$ cat config.mk
export PLATFORM = sky130hd
export DESIGN_NAME = mips_gpio_mmio
export DESIGN_NICKNAME = d
export VERILOG_FILES = /design/src/rtl/mips_gpio_mmio.sv
export SDC_FILE = /design/constraint.sdc
export NUM_CORES = 1
export LEC_CHECK = 0
export CAP_MARGIN = 30
export CORE_ASPECT_RATIO = 1.1
export CORE_MARGIN = 3
export CORE_UTILIZATION = 55
export CTS_BUF_LIST = sky130_fd_sc_hd__clkbuf_8
export CTS_CLUSTER_SIZE = 12
export DETAILED_ROUTE_END_ITERATION = 8
export PLACE_DENSITY = 0.91
export SYNTH_ARGS = -nofsm -noshare
export SYNTH_HDL_FRONTEND = slang
export SYNTH_SLANG_ARGS = --single-unit
$ cat constraint.sdc
create_clock -name clk -period 5.5 [get_ports clk]
set_input_delay 0.825 -clock clk [delete_from_list [all_inputs] [get_ports clk]]
set_output_delay 0.825 -clock clk [all_outputs]
set_load 0.02 [all_outputs]
$ cat src/rtl/mips_gpio_mmio.sv
// mips_gpio_mmio
//   Memory-mapped GPIO responder for MIPS_Multi_Cycle, placed behind the
//   data-memory address decode. Four word registers selected by addr[3:2]:
//     0 OUT    (RW)  drives GPIO_o
//     1 IN     (RO)  synchronized + debounced GPIO_i
//     2 RISE   (R/W1C) sticky rising-edge capture of IN
//     3 IRQ_EN (RW)  per-bit interrupt mask for RISE
//
// Ports
//   clk     system clock, rising edge
//   reset   asynchronous active-high reset
//   addr    byte address within the block (addr[1:0] ignored)
//   we, re  one-cycle write / read strobes
//   wdata   write data
//   rdata   registered read data, valid the cycle after re, held until next re
//   GPIO_i  asynchronous external inputs
//   GPIO_o  external outputs (OUT register)
//   irq     registered (RISE & IRQ_EN) != 0
module mips_gpio_mmio #(
  parameter int              WIDTH      = 8,
  parameter int              DEB_CYCLES = 4,
  parameter logic [WIDTH-1:0] OUT_RST   = '0
) (
  input  logic             clk,
  input  logic             reset,
  input  logic [3:0]       addr,
  input  logic             we,
  input  logic             re,
  input  logic [31:0]      wdata,
  output logic [31:0]      rdata,
  input  logic [WIDTH-1:0] GPIO_i,
  output logic [WIDTH-1:0] GPIO_o,
  output logic             irq
);

  localparam int              CNT_W    = $clog2(DEB_CYCLES) + 1;
  localparam logic [CNT_W-1:0] CNT_LAST = CNT_W'(DEB_CYCLES - 1);
  localparam logic [CNT_W-1:0] CNT_MAX  = '1;

  localparam logic [1:0] REG_OUT  = 2'd0;
  localparam logic [1:0] REG_IN   = 2'd1;
  localparam logic [1:0] REG_RISE = 2'd2;
  localparam logic [1:0] REG_EN   = 2'd3;

  logic [WIDTH-1:0] out_q, in_q, rise_q, en_q;
  logic [WIDTH-1:0] in_d, rise_d;
  logic [WIDTH-1:0] sync_p0, sync_p1;
  logic [CNT_W-1:0] cnt_q [WIDTH];
  logic [CNT_W-1:0] cnt_d [WIDTH];
  logic [31:0]      rd_mux;
  logic [1:0]       sel;
  logic [WIDTH-1:0] wbits;
  logic             wr_out, wr_rise, wr_en;

  // Byte-lane bits and upper write bits beyond WIDTH carry no meaning here.
  logic unused_bits;
  assign unused_bits = ^{addr[1:0], wdata};

  assign sel     = addr[3:2];
  assign wbits   = wdata[WIDTH-1:0];
  assign wr_out  = we && (sel == REG_OUT);
  assign wr_rise = we && (sel == REG_RISE);
  assign wr_en   = we && (sel == REG_EN);

  // Debounce: a bit of IN only follows the synchronized input after
  // DEB_CYCLES consecutive edges on which the two disagree.
  always_comb begin
    in_d = in_q;
    for (int b = 0; b < WIDTH; b++) begin
      cnt_d[b] = '0;
      if (sync_p1[b] != in_q[b]) begin
        if (cnt_q[b] == CNT_LAST) begin
          in_d[b] = sync_p1[b];
        end else if (cnt_q[b] != CNT_MAX) begin
          cnt_d[b] = cnt_q[b] + CNT_W'(1);
        end else begin
          cnt_d[b] = cnt_q[b];
        end
      end
    end
  end

  // Clear is applied before the new edge is ORed in, so a rising edge on the
  // same cycle as a W1C of that bit survives.
  always_comb begin
    rise_d = rise_q;
    if (wr_rise) rise_d = rise_d & ~wbits;
    rise_d = rise_d | (in_d & ~in_q);
  end

  always_comb begin
    rd_mux = '0;
    case (sel)
      REG_OUT:  rd_mux[WIDTH-1:0] = out_q;
      REG_IN:   rd_mux[WIDTH-1:0] = in_q;
      REG_RISE: rd_mux[WIDTH-1:0] = rise_q;
      default:  rd_mux[WIDTH-1:0] = en_q;
    endcase
  end

  // Synchronizer stage: GPIO_i -> sync_p0 -> sync_p1
  always_ff @(posedge clk or posedge reset) begin
    if (reset) begin
      sync_p0 <= '0;
      sync_p1 <= '0;
    end else begin
      sync_p0 <= GPIO_i;
      sync_p1 <= sync_p0;
    end
  end

  // Debounce / edge-capture / bus register stage
  always_ff @(posedge clk or posedge reset) begin
    if (reset) begin
      out_q  <= OUT_RST;
      in_q   <= '0;
      rise_q <= '0;
      en_q   <= '0;
      rdata  <= '0;
      irq    <= 1'b0;
      for (int b = 0; b < WIDTH; b++) cnt_q[b] <= '0;
    end else begin
      in_q   <= in_d;
      rise_q <= rise_d;
      for (int b = 0; b < WIDTH; b++) cnt_q[b] <= cnt_d[b];
      if (wr_out) out_q <= wbits;
      if (wr_en)  en_q  <= wbits;
      // rd_mux sees pre-write state, so a simultaneous re/we returns old data.
      if (re)     rdata <= rd_mux;
      irq <= |(rise_q & en_q);
    end
  end

  assign GPIO_o = out_q;

endmodule

==> impl_results.md, run 1 <==
- Status: complete, no violations
- Worst-Skew Late Latency: 0.35 ns
- Cell depth of the worst flop-to-flop path: 3
- Setup-failing EPs final: 0
- Setup TNS: 0 ns
- Max incr delay on CP: 0.74 ns
- Final Skew: 0.00449 ns
- Slew Limit Headroom: 0.456
- Number of synthesized flops with an enable pin: 0
- NumNets Final: around 380
- Via count: approximately 2200
- Detailed Place HPWL: 4.53 mm
- Ys flop type: dfrtp_1
- Hold-critical path depth: 0
- Number of DRC markers in iteration 0: about 150
- Antenna violations before repair: 0
- Max-Cap Viols: 0
- Routability Congestion: 0.771
- Full die area: 0.00761 mm^2
- GRT Overall Usage: 0.185
- Final Hold Vio Count: 0
- Maximum vdd drop: approximately 0.00024 V
- Fraction of the cycle the final worst path needs: 0.418
- Syn avg cell area: about 13 um^2
- Hold Slack: 0.351 ns
- Slowest CP cell: clkdlybuf4s50_1
- I/O Buffers: 38
- Fraction of registers with async set/reset: 1.00
- Vias in the first global route: 2232
- Die H: 91.2 um
- Worst endpoint required time: 5.73 ns
- Fmax: 435 MHz
- CTS root buffer: clkbuf_8
- Max Slew Vio Count: 0
- Hold endpoint: sync_p1[7]
- Clock Pin Slew Worst Setup and Hold Paths: about 0.07 ns
- Cells after Synth: 282
- WS Path Type: input port to flop
- Drt pass-1 iters: 4
- Crit-path cells: clkdlybuf4s50_1, nor3b_4, mux2_2
- TritonCTS buffer count: 9
- Layout area overhead: 15.6%
- Number of vias per cell: between 5 and 6
- Total grt overflow: 0
- Yosys cell types: 27
- Pwr Density: about 450 mW/mm^2
- Min Tclk post-route: 2.30 ns
- Worst r2r src: cnt_q[21]
- Postcts setup bufs: 0
- CTS tree: yes
- Wire per inst: 16.0 um
- R2R Setup Slk: roughly 4.2 ns
- Hold WC Path Type: flop to flop
- Crit path max fanout: 10
- Ports: 89
- Ant. Diodes: 0
- Largest net degree at the start of global routing: 69
- Top cell type's share of synthesized area: 0.559
- Post_cts resized: 0
- Reg2Reg Capture Point: in_q[0]
- First-pass GRT wire length: 10.9 mm
- CTS sink cnt: 81
- Synthesized area: around 0.0036 mm^2
- Worst path arrival time: 2.53 ns
- Worst slew pin tran: 0.816 ns
- Clock Path Buffers: 2
- Area contributors post-synth: dfrtp_1 56%, mux2_2 7.4%, buf_4 5.2%
- Warnings, synthesis: 0
- Drt total wl: 6.58 mm
- RSZ-0062 raised after global routing: no
- Fraction of layout cells with a size suffix above 1: 0.175
- Hold wc startpoint: sync_p0[7]
- Antenna Violating Nets Remaining: 0
- Post-synthesis sequential area ratio: 0.559
- Row count: 30
- Leak Pwr: 0.00187 uW
- Residual DRC: 0
- Die W: 83.4 um
- Critical Path End Type: flop
- Cell taking the most area after synthesis: dfrtp_1
- Initial Util: 0.579
- Setup crit start kind: input port
- # hold bufs at CTS: 0
- Cells after DPL: approximately 400
- Flops & latches, synth: 81
- Core Footprint: 0.00627 mm^2
- H-tree levels: 3
- Layout Cells excl Fill: 411
- Layout filler cell count: 443
## power breakdown
part	leakage (uW)	switching [uW]	internal (uW)	total [uW]
clock network	0.000115	198	243	441
logic	0.000751	244	304	549
registers	0.00100	127	751	879
## synthesized netlist by cell type, types with 3 or more instances
cell type,n
dfrtp_1,81
buf_4,25
mux2_2,24
nand2b_1,22
a21oi_1,16
mux2i_1,16
nand3_1,16
nor2b_1,10
ha_1,8
nand4b_1,8
o221ai_1,8
or2_2,8
xnor2_1,8
a21bo_2,7
o2bb2ai_1,6
a22oi_1,4
inv_1,3
## state kept, by name (all words and copies together) (netlist names)
name / flops
sync_p1: 8
rdata: 8
cnt_q: 24
sync_p0: 8
irq: 1
rise_q: 8
GPIO_o: 8
in_q: 8
en_q: 8
## worst max-delay path by stage
stage          cells past startpoint         to  start
2_1_floorplan                      1  GPIO_o[0]  reset
5_1_grt                            3  GPIO_o[6]     we
6_report                           3  GPIO_o[1]     we
4_1_cts                            3  GPIO_o[1]     we
3_5_place_dp                       3  GPIO_o[1]     we
3_3_place_gp                       3  GPIO_o[6]     we
## metal layers
| metal | share of wire | vias up | GRT usage |
|---|---|---|---|
| li1 | - | 1055 | - |
| met4 | 0.021 | 0 | 0.0885 |
| met3 | 0.052 | 9 | 0.0463 |
| met1 | 0.42 | 1119 | 0.227 |
| met5 | 0 | - | 0 |
| met2 | 0.51 | 63 | 0.306 |
## cell usage in the layout (no fill, tap or decap), types with 2 or more instances in the layout
master,Yosys,routed
clkdlybuf4s50_1,0,38
a32o_1,2,2
clkinv_2,0,2
o2bb2ai_1,6,6
a21oi_1,16,16
a21bo_2,7,7
mux2i_1,16,16
dfrtp_1,81,81
mux2_2,24,24
clkbuf_8,0,12
conb_1,1,24
xnor2_1,8,8
buf_4,25,2
nor2b_1,10,10
inv_1,3,4
nand2b_1,22,22
nand3_1,16,16
o221ai_1,8,8
or2_2,8,8
a22oi_1,4,4
nand4b_1,8,8
ha_1,8,8
## kinds of logic after synthesis
family | share of synthesized area
flops | 0.559
simple gates | 0.121
compound gates | 0.0890
mux | 0.119
buf+inv | 0.0648
fa+ha+maj | 0.0276
xor+xnor | 0.0193
other cells | 0.00103
## final cells by class
cell class	count	area, um^2	area share
sequential	81	2030	0.483
multi-input combinational	191	1450	0.346
timing repair buffer	40	395	0.0942
clock buffer	12	165	0.0394
tap	80	100	0.0239
clock inverter	4	42.5	0.0101
inverter	3	12.5	0.00298
## critical path: cells and delay by family
family        cells  cell delay, ns
buf+inv           1            0.74
mux               1            0.40
simple gates      1            0.56
## through the flow
stage	setup slack [ns]	util	total power [uW]	area, um^2
6_report	3.20	0.669	1870	4200
5_1_grt	3.15	0.669	1990	4200
4_1_cts	3.21	0.669	1890	4200
3_5_place_dp	2.83	0.636	1440	3990
3_3_place_gp	2.84	0.636	1390	3990
2_1_floorplan	2.59	-	1270	3710
No activity file was read; power rests on OpenSTA's default activity.
==> run 2, diff against run 1 <==
- CORE_UTILIZATION: 55 -> 51
- PLACE_DENSITY: 0.91 -> 0.85
- clock period: 5.5 -> 2.2 ns (I/O delays scaled with it)
==> run 2 against run 1 <==
Sequential share of layout area down 0.46 points. Non-clock buffer count up 5. Global-route usage fell by 0.51 points. Die area increased by 7.3%. Flip-flop and latch count is the same. Combinational power grew 150%. Setup slack lost 2.7 ns. Critical path depth is 2 lower. Wire length rose by 2.4%.
==> impl_results.md, run 2 (synthesis results as in run 1) <==
- Status: complete, no violations
- Max-Cap Viols: 0
- Total grt overflow: 0
- Largest reg by FF count: cnt_q
- Number of DRC markers in iteration 0: 109
- R2R Setup Slk: approximately 0.93 ns
- Hold endpoint: sync_p1[0]
- Wire per inst: 16.2 um
- Pwr Density: 1090 mW/mm^2
- Maximum vdd drop: 0.000590 V
- Min Tclk post-route: 1.71 ns
- Ant. Diodes: 0
- Detailed Place HPWL: 4.78 mm
- WS Path Type: flop to output port
- Postcts setup bufs: 0
- Fmax: approximately 600 MHz
- # hold bufs at CTS: 0
- Antenna violations before repair: 0
- NumNets Final: 387
- Leak Pwr: 0.00187 uW
- CTS sink cnt: a little over 80
- Fraction of the cycle the final worst path needs: 0.775
- Worst path arrival time: 1.38 ns
- Full die area: roughly 0.0082 mm^2
- Finished Core Util: 0.628
- Most common library cell in the layout ignoring fill and taps: dfrtp_1
- Final Skew: 0.00754 ns
- Die W: 86.4 um
- Most Crowded Layer GR: met2
- Worst-Skew Late Latency: 0.35 ns
- Layout filler cell count: 531
- Slowest CP cell: clkdlybuf4s50_1
- Max reg flops: 24
- Vias in the first global route: 2316
- Antenna Violating Nets Remaining: 0
- Worst setup startpoint: GPIO_o[4]
- Final Hold Vio Count: 0
- Fraction of layout cells with a size suffix above 1: 0.191
- Core Footprint: 0.00675 mm^2
- Drt pass-1 iters: 4
- Hold wc startpoint: sync_p0[0]
- First-pass GRT wire length: approximately 11 mm
- CTS tree: yes
- Clock Path Buffers: 2
- Reg2Reg Capture Point: in_q[7]
- Worst endpoint required time: roughly 1.9 ns
- Post_cts resized: 0
- I/O Buffers: 38
- Crit path buffers/inverters: 1
- Residual DRC: 0
- Finished Cell Area: 0.00424 mm^2
- GR Util met1: 0.225
- CTS root buffer: clkbuf_8
- TritonCTS buffer count: 9
- Setup TNS: 0 ns
- Max Slew Vio Count: 0
- Largest net degree at the start of global routing: 82
- Most frequent cells in the layout: 81 x dfrtp_1, 38 x clkdlybuf4s50_1, 24 x mux2_2, 24 x conb_1, 22 x nand2b_1
- Crit path max fanout: 3
- WP depth: 1
- Ports: 89
- Via count: between 2000 and 2500
- Number of vias per cell: around 5.5
- RSZ-0062 raised after global routing: no
- Max incr delay on CP: 0.62 ns
- Hold-critical path depth: 0
- Design Power: 4620 uW
- Hold WC Path Type: flop to flop
- Initial Util: 0.538
- Row count: 31
- Setup crit start kind: flop
- Drt total wl: 6.74 mm
- GRT Overall Usage: 0.180
- Placed cell area: 0.00404 mm^2
- Met2 Usage GRT: 0.302
- Layout area overhead: 16.7%
- GR Layer Usage met3: 0.0576
- Crit path max-delay family: buffers and inverters
- Worst r2r src: cnt_q[0]
- Crit-path cells: clkdlybuf4s50_1
- Cell depth of the worst flop-to-flop path: 3
- Setup-failing EPs final: 0
- Routability Congestion: 0.813
- Clock Pin Slew Worst Setup and Hold Paths: 0.08 ns
- Die H: between 90 and 100 um
- Critical Path End Type: output port
- H-tree levels: 3
[run 2: worst max path at each step]
stage and end:
6_report GPIO_o[4], 2_1_floorplan GPIO_o[0], 4_1_cts GPIO_o[0], 5_1_grt GPIO_o[0]
3_3_place_gp en_q[6], 3_5_place_dp en_q[3]
[run 2: stage by stage]
step,setup slack [ns],std cells,hold WS [ns]
CTS,0.467,417,0.354
floorplan,0.933,305,0.331
finish,0.494,417,0.351
global placement,0.262,402,0.332
detailed placement,0.258,402,0.335
global route,0.429,417,0.358
[run 2: final cells by class]
| cell class | instances | area [um^2] | share of cell area |
|---|---|---|---|
| tap | 82 | 103 | 0.0242 |
| sequential | 81 | 2030 | 0.479 |
| clock inverter | 6 | 68.8 | 0.0162 |
| multi-input combinational | 191 | 1450 | 0.343 |
| timing repair buffer | 45 | 445 | 0.105 |
| clock buffer | 9 | 124 | 0.0292 |
| inverter | 3 | 15.0 | 0.00355 |
[run 2: power by group]
part,internal [uW],total (uW),switching (uW)
clock network,521,1050,529
registers,1880,2210,328
logic,766,1370,602
total,3160,4620,1460
[run 2: metal layers]
layer | share of wire | up-vias
met4 | 0.013 | 0
met5 | 0 | -
met2 | 0.52 | 60
met1 | 0.41 | 1159
met3 | 0.052 | 9
li1 | - | 1058
==> run 3, diff against run 2 <==
- clock period: 2.2 -> 1.8 ns (I/O delays scaled with it)
==> run 3 against run 2 <==
Clock power is 24% higher. Wire length up 1.3%. Critical path type unchanged. Sequential share of layout area down 0.52 points. Register-to-register slack worse by 0.43 ns. Global-route usage increased by 0.12 points. Sequential power rose by 22%. Largest cell class unchanged. Clock skew about the same. Combinational power up 23%. Final cell count is 0.96% higher. First-iteration DRC count rose by 23%. Critical path depth unchanged. Cell area rose by 1.1%.
==> impl_results.md, run 3 (synthesis results as in run 1) <==
- Crit path max-delay family: buffers and inverters
- Min Tclk post-route: about 1.6 ns
- Fmax: ~610 MHz
- Design Power: around 5700 uW
- First-pass GRT wire length: 11.2 mm
- NumNets Final: 391
- Status: complete, no violations
- Die H: 94.5 um
- Wire per inst: 16.2 um
- Detailed Place HPWL: 4.90 mm
- Final Hold Vio Count: 0
- Most common library cell in the layout ignoring fill and taps: dfrtp_1
- Max incr delay on CP: between 0.6 and 0.7 ns
- Routability Congestion: 0.799
- RSZ-0062 raised after global routing: no
- Drt total wl: 6.83 mm
- Maximum vdd drop: just over 0.0007 V
- # hold bufs at CTS: 0
- Clock Pin Slew Worst Setup and Hold Paths: 0.07 ns
- Core Footprint: 0.00675 mm^2
- Fraction of the cycle the final worst path needs: 0.912
- Crit path max fanout: 3
- Crit path buffers/inverters: 1
- Clock Power Share: 0.228
- H-tree levels: 3
- Most frequent cells in the layout: 81 x dfrtp_1, 38 x clkdlybuf4s50_1, 24 x mux2_2, 24 x conb_1, 22 x nand2b_1
- Antenna Violating Nets Remaining: 0
- Critical Path End Type: output port
- Total grt overflow: 0
- CTS sink cnt: 81
- Final Skew: 0.00764 ns
- Slowest CP cell: clkdlybuf4s50_1
- Layout area overhead: 18.0%
- Number of vias per cell: 5.43
- Net Sw Power: 1750 uW
- Max reg flops: 24
- TritonCTS buffer count: 9
- Max Slew Vio Count: 0
- WS Path Type: flop to output port
- Number of DRC markers in iteration 0: 134
- Sw Share: 0.307
- Int Power: roughly 3900 uW
- CTS tree: yes
- GRT Overall Usage: 0.181
- Drt pass-1 iters: 4
- Row count: 31
- Finished Core Util: 0.634
- Worst endpoint required time: around 1.5 ns
- Setup crit start kind: flop
- CTS root buffer: clkbuf_8
- Hold WC Path Type: flop to flop
- Ant. Diodes: 0
- Largest net degree at the start of global routing: 82
- Seq pwr share: 0.474
- Setup-failing EPs final: 0
- Crit-path cells: clkdlybuf4s50_1
- Fraction of layout cells with a size suffix above 1: 0.195
- Post_cts resized: 0
- Largest reg by FF count: cnt_q
- Initial Util: 0.538
- Combinational share of power: 0.297
- Max-Cap Viols: 0
- Hold Slack: about 0.35 ns
- Ports: about 90
- Layout filler cell count: between 500 and 600
- Vias in the first global route: about 2400
- Die W: 86.4 um
- Full die area: 0.00816 mm^2
- Clock Path Buffers: 2
- Leak Pwr: 0.00191 uW
- Worst path arrival time: 1.37 ns
- I/O Buffers: 38
- Worst-Skew Late Latency: about 0.34 ns
- Via count: 2285
- Pwr Density: 1330 mW/mm^2
- Residual DRC: 0
- Postcts setup bufs: 0
- Antenna violations before repair: 0
- Setup TNS: 0 ns
==> run 3: cell types whose count changed in the layout (fill, tap and decap cells not counted) <==
cell,before,now
buf_12,1,2
buf_4,6,9
clkbuf_8,9,11
clkinvlp_4,5,2
inv_1,2,4
inv_6,1,0
==> run 3: through the flow <==
step	std cells	area [um^2]	setup WS, ns
6_report	421	4280	0.158
5_1_grt	421	4280	0.103
4_1_cts	421	4280	0.137
3_5_place_dp	406	4090	0.0434
3_3_place_gp	406	4090	0.0681
2_1_floorplan	305	3720	0.593
==> run 3: worst paths after layout <==
kind	start	to	slack [ns]	cells after the start
min in group asynchronous	reset	GPIO_o[3]	0.39	3
worst min register to register	sync_p0[4]	sync_p1[4]	0.35	0
worst max register to register	cnt_q[21]	in_q[0]	0.50	3
worst max-delay path	GPIO_o[2]	GPIO_o[2]	0.16	1
max in group asynchronous	reset	rdata[5]	1.08	3
worst min-delay path	sync_p0[4]	sync_p1[4]	0.35	0
==> run 3: power by group through the flow <==
| stage | Combinational (uW) | Clock, uW | Sequential, uW |
|---|---|---|---|
| 6_report | 1690 | 1300 | 2700 |
| 5_1_grt | 1860 | 1420 | 2760 |
| 4_1_cts | 1710 | 1330 | 2690 |
| 3_5_place_dp | 1700 | 0 | 2720 |
| 3_3_place_gp | 1610 | 0 | 2680 |
| 2_1_floorplan | 1150 | 0 | 2720 |
==> run 3: final cells by class <==
class                   count  area (um^2)  area share
multi-input cells         191         1450       0.339
clock buffers              11          151      0.0354
inverters                   3         15.0     0.00351
clock inverters             4         45.0      0.0105
well taps                  82          103      0.0240
repair buffers             49          488       0.114
flip-flops and latches     81         2030       0.473
==> run 3: worst register-to-register path, cell delays in order, from the launching register on <==
cell	delay [ns]
dfrtp_1	0.38
ha_1	0.22
nor2b_1	0.23
mux2_2	0.36
==> run 3: layer usage <==
metal  GRT usage  wire (um)  vias to the layer above
met5           0          0                        -
met4      0.0961        154                        0
met3      0.0471        316                       15
met2       0.291       3450                       64
met1       0.223       2910                     1139
li1            -          -                     1067
